## src/rtl/d_ff_pipe.sv

```systemverilog
// rtl/d_ff_pipe.sv - WIDTH-bit, DEPTH-stage stallable delay line with per-stage valid and occupancy count
//
// Optional feature macro: D_PIPE_PARITY_EN (adds par_inj / par_err and one parity bit per stage)
//
// Ports:
//   clk      rising-edge clock for all state
//   reset    synchronous active-low reset (wins over flush and en)
//   en       1 = advance every stage, 0 = hold everything
//   flush    synchronous clear of all valid bits (data stages keep their values)
//   d_in     input data, captured into stage 0 on an enabled edge
//   d_valid  d_in carries a valid item
//   par_inj  (D_PIPE_PARITY_EN only) inverts the parity stored with the captured item
//   q        last-stage data, meaningful only while q_valid = 1
//   q_valid  last-stage valid
//   par_err  (D_PIPE_PARITY_EN only) last-stage data disagrees with its stored parity
//   count    number of valid items currently held in the stages
//   busy     count != 0
module d_ff_pipe #(
    parameter int               WIDTH     = 8,
    parameter int               DEPTH     = 4,
    parameter logic [WIDTH-1:0] RESET_VAL = '0,
    localparam int              CW        = $clog2(DEPTH + 1)
) (
    input  logic             clk,
    input  logic             reset,
    input  logic             en,
    input  logic             flush,
    input  logic [WIDTH-1:0] d_in,
    input  logic             d_valid,
`ifdef D_PIPE_PARITY_EN
    input  logic             par_inj,
    output logic             par_err,
`endif
    output logic [WIDTH-1:0] q,
    output logic             q_valid,
    output logic [CW-1:0]    count,
    output logic             busy
);

    logic [WIDTH-1:0] stage [DEPTH];
    logic [DEPTH-1:0] vld;
    logic [CW-1:0]    cnt;

    // Data stages shift on every enabled edge whether or not the slot is
    // valid; flush only touches the valid bits, so the data keeps its value.
    always_ff @(posedge clk) begin
        if (!reset) begin
            for (int i = 0; i < DEPTH; i++) begin
                stage[i] <= RESET_VAL;
            end
            vld <= '0;
            cnt <= '0;
        end else if (flush) begin
            vld <= '0;
            cnt <= '0;
        end else if (en) begin
            stage[0] <= d_in;
            vld[0]   <= d_valid;
            for (int i = 1; i < DEPTH; i++) begin
                stage[i] <= stage[i-1];
                vld[i]   <= vld[i-1];
            end
            // Entry and exit in the same edge cancel; the count can never
            // leave 0..DEPTH because it tracks exactly the set valid bits.
            cnt <= cnt + CW'(d_valid) - CW'(vld[DEPTH-1]);
        end
    end

`ifdef D_PIPE_PARITY_EN
    logic [DEPTH-1:0] par;

    always_ff @(posedge clk) begin
        if (!reset || flush) begin
            par <= '0;
        end else if (en) begin
            par[0] <= (^d_in) ^ par_inj;
            for (int i = 1; i < DEPTH; i++) begin
                par[i] <= par[i-1];
            end
        end
    end

    // Built only from last-stage registers, so it changes in step with q.
    assign par_err = vld[DEPTH-1] & ((^stage[DEPTH-1]) != par[DEPTH-1]);
`endif

    assign q       = stage[DEPTH-1];
    assign q_valid = vld[DEPTH-1];
    assign count   = cnt;
    assign busy    = (cnt != '0);

endmodule

```

## config.mk

```make
export PLATFORM = sky130hd
export DESIGN_NAME = d_ff_pipe
export DESIGN_NICKNAME = d
export VERILOG_FILES = /design/src/rtl/d_ff_pipe.sv
export SDC_FILE = /design/constraint.sdc
export NUM_CORES = 1
export LEC_CHECK = 0
export CELL_PAD_IN_SITES_DETAIL_PLACEMENT = 0
export CELL_PAD_IN_SITES_GLOBAL_PLACEMENT = 1
export CORE_MARGIN = 3
export CORE_UTILIZATION = 43
export DETAILED_ROUTE_END_ITERATION = 16
export PLACE_DENSITY_LB_ADDON = 0.15
export SETUP_SLACK_MARGIN = 0.1
export SKIP_CTS_REPAIR_TIMING = 1
export SYNTH_ARGS = -nofsm -noshare
export SYNTH_HDL_FRONTEND = slang
export SYNTH_SLANG_ARGS = --single-unit
export TNS_END_PERCENT = 30
```

## constraint.sdc

```tcl
create_clock -name clk -period 4.5 [get_ports clk]
set_clock_uncertainty 0.2 [all_clocks]
set_input_delay 0.9 -clock clk [delete_from_list [all_inputs] [get_ports clk]]
set_output_delay 0.9 -clock clk [all_outputs]
set_load 0.01 [all_outputs]
```

### Word-level counts from Yosys, hierarchy flattened

Memories as Yosys holds them, arrays and structs flattened.
Index checks and enable logic that the tools add are counted.

| operators by class | value |
|---|---|
| reduce and logical (&&, ||, !) cells | 2 |
| add/subtract/negate cells | 2 |
| muxes and demuxes | 9 |
| bitwise gates (word level) | 5 |

Operator list:

| cell | number |
|---|---|
| two-way mux 8 bit | 4 |
| two-way mux 1 bit | 5 |
| OR 1 bit | 4 |
| adder 3 x 1 -> 3 bit | 1 |
| nonzero test 3 bit | 1 |
| subtractor 3 x 1 -> 3 bit | 1 |
| OR reduction 2 bit | 1 |
| NOT 1 bit | 1 |

| storage, ports and cells | value |
|---|---|
| register bits after elaboration | 7 |
| bits in writable memories | 32 |
| logic and storage cells | 21 |
| memories kept | 1 |
| input bits | 13 |

Memory list:

| memory | words | width | read ports | clocked after memory_dff | write ports | RTL line | source |
|---|---|---|---|---|---|---|---|
| stage | 4 | 8 | 4 | 0 | 4 | 40 | `logic [WIDTH-1:0] stage [DEPTH];` |

### Longest topological paths before layout

| logic depth | value |
|---|---|
| depth in word-level cells | 5 |
| depth in mapped cells | 9 |
| depth with buffers taken out | 9 |

### Least setup slack after synthesis

Ideal clock, no wire load.

| timing path | value |
|---|---|
| path type | input port to flip-flop |
| start point | input en |
| end point | memory stage[0][0] (enable) |
| stages on the path | 3 |
| setup time | 0.466 ns |
| data arrival time | 3.401 ns |
| required time | 3.834 ns |
| setup slack | 0.433 ns |
| cells stage by stage | buf_6 inv_2 o21ai_0 |

RTL lines:

| element | RTL line | source |
|---|---|---|
| from (decl) | 26 | `input logic en,` |
| to (decl) | 40 |  |

==> impl_metrics.csv <==
group,metric,value,unit
synth,syn_nets,128,
sta,hold_violations,0,
sta,rsz0062_at_grt,"false",
final_layout,areaGrowthSynthToFinish,18.67,%
clock_tree,cts.sinks,39,
worst_setup_path,critPathBufInv,3,
synth,ys_seq_area_share,67.33,%
worst_setup_path,crit_fanout,32,
clock_tree,cts_tree,"built",
synth,synth_cells,112,
floorplan,dieWidth,67.67,µm
final_layout,layout-drive-gt1-share,9.091,%
clock_tree,clockBufferDepth,2,
sta,slew_headroom,68.01,%
final_layout,final_cells,178,
final_layout,antenna-diode-count,0,
run_status,status,"finished, final reports clean",
final_layout,final-seq-area,1101,µm²
sta,final.setup.worst_slack,1896,ps
global_route,grt_pass1_vias,694,
clock_tree,clk_pin_slew,70,ps
sta,fin_crit,2604,ps
routing,drt-pass1-iter-count,4,
routing,wl_per_cell,10.20,µm
worst_setup_path,startpoint_type,"input port",
final_layout,nFillCells,283,
synth,ys_warn_count,0,
routing,via_per_inst,4.500,
clock_tree,cts_buffers,5,
global_route,grt.overflow.total,0,
pwr,p_leak,0.7598,nW
global_route,grt_max_degree,33,
floorplan,ios,26,
routing,first_iter_violations,23,
sta,worst_pin_slew,478.3,ps
placement,place_inst,171,
placement,hpwl,1199,µm
floorplan,initial_core_util,46.80,%
global_route,grt_usage,9.091,%
synth,syn_area,1635,µm²
routing,ant_nets,0,
floorplan,rows,21,
routing,drt-total-wl,1815,µm
sta,setup_tns,0,ps
clock_tree,cts_root_buffer,"clkbuf_8",
placement,gp_congestion,0.6543,
worst_setup_path,crit_family,"buffers and inverters",
synth,yosysUniqueCellTypes,18,
flow_run,drv_cap,0,
worst_setup_path,critical_path.endpoint_type,"register",
worst_setup_path,cp_cell_sequence,"clkdlybuf4s50_1 > inv_2 > o21ai_2 > buf_4",
final_layout,fin_util,55.53,%
synth,synth_seq_cells,39,
final_layout,multi_input_comb_area,402.9,µm²
worst_setup_path,crit_slowest_cell,"clkdlybuf4s50_1",
hold_path,hp-class,"register to register",
routing,route.detailed.drc,0,
sta,fmax,384.1,MHz
global_route,grt_first_pass_wirelength,2939,µm
synth,synth_area_per_cell,14.60,µm²
worst_setup_path,slowest_delay,770,ps
sta,whs,293.1,ps
sta,maxSlewViolCount,0,
pwr,ir_drop,0.1881,mV
floorplan,core,3495,µm²
final_layout,finalNetCount,148,
worst_setup_path,crit_type,"input port to register",
clock_tree,ctsHtreeMaxLevel,2,
global_route,antenna_found_initial,0,
worst_setup_path,required,4240,ps
sta,fin_crit_sh,57.86,%
worst_setup_path,cp.arrival,2350,ps
placement,port_buffers,25,
clock_tree,clk-insertion-delay-late,280,ps
pwr,powerDensity,377.7,nW/µm²
sta,setup_viol_count_final,0,
routing,num_vias,801,
placement,pre_cts_ws,1595,ps
floorplan,die_h,67.67,µm
floorplan,die-area,4579,µm²
==> worst paths after layout <==
check | from | end | slack (ps) | cells after the start
hold reg to reg | vld[1] | vld[1] | 290 | 2
setup / recovery | en | stage[0][29] | 1900 | 4
hold / removal | vld[1] | vld[1] | 290 | 2
setup reg to reg | count[0] | count[2] | 2380 | 9
==> power by group <==
group	switching, W	total (W)	internal, W
combinational	0.0000230	0.0000502	0.0000272
sequential	0.00000442	0.000415	0.000411
clock	0.000105	0.000267	0.000162
==> cells in the mapped netlist <==
master / n / area [µm²]
nor2_8: 1 / 20.02
nand2b_4: 1 / 13.76
fa_1: 1 / 20.02
a31o_2: 1 / 8.760
and2_1: 32 / 200.2
o21ai_0: 1 / 5.000
mux2i_1: 5 / 50.05
or3_1: 1 / 6.260
buf_4: 8 / 60.06
edfxtp_1: 32 / 960.9
inv_1: 4 / 15.01
nor2_1: 7 / 26.28
ha_1: 2 / 25.02
inv_2: 1 / 3.750
xor2_1: 1 / 8.760
dfxtp_1: 7 / 140.1
buf_6: 5 / 56.30
a211oi_1: 2 / 15.01
==> worst register-to-register path, stage by stage, from the launching register on <==
cell,delay [ps]
dfxtp_1,380
inv_1,60
ha_1,270
inv_1,60
ha_1,130
inv_1,40
fa_1,360
xor2_1,180
a211oi_1,100
a31o_2,230
==> per-layer routing <==
layer  track usage, %  share of wire [%]
met5                0                  0
met4            4.557                1.6
met3            5.158                9.0
met2            14.46                 49
met1            9.591                 41
==> stage by stage <==
stage                     cell area (µm²)  power [W]
after floorplan                      1635  0.0004570
after global placement               1838  0.0004723
after detailed placement             1838  0.0004748
after CTS                            1941  0.0007437
after global routing                 1941  0.0007634
final                                1941  0.0007330
==> logic make-up (layout without fill, tap and decap cells) <==
| kind of cell | Yosys count | count (layout) | share of synthesized area [%] |
|---|---|---|---|
| buffers and inverters | 18 | 38 | 8.263 |
| muxes | 5 | 5 | 3.061 |
| and+or+nand+nor | 42 | 42 | 16.30 |
| adders and majority gates | 3 | 3 | 2.754 |
| xor gates and xnor gates | 1 | 1 | 0.5357 |
| DFF | 39 | 39 | 67.33 |
| AOI/OAI and AO/OA | 4 | 4 | 1.759 |
==> cells in the final DEF (no fill, tap or decap), types with 2 or more instances in the layout <==
master / n
nor2_1: 7
mux2i_1: 5
clkdlybuf4s50_1: 25
dfxtp_1: 7
a211oi_1: 2
clkbuf_8: 5
edfxtp_1: 32
inv_1: 4
ha_1: 2
and2_1: 32
==> layout make-up <==
| type | count | share of cell area (%) |
|---|---|---|
| inverter | 5 | 0.9671 |
| tap | 46 | 2.966 |
| clock buffer | 6 | 3.740 |
| multi-input combinational | 55 | 20.76 |
| timing repair buffer | 26 | 13.28 |
| clock inverter | 1 | 1.547 |
| sequential | 39 | 56.74 |
==> flip-flops by register name, indices dropped and copies added, names as in the netlist <==
register	flops
stage	32
vld	4
count	3
Note: power is estimated with default switching activity, not from simulation.
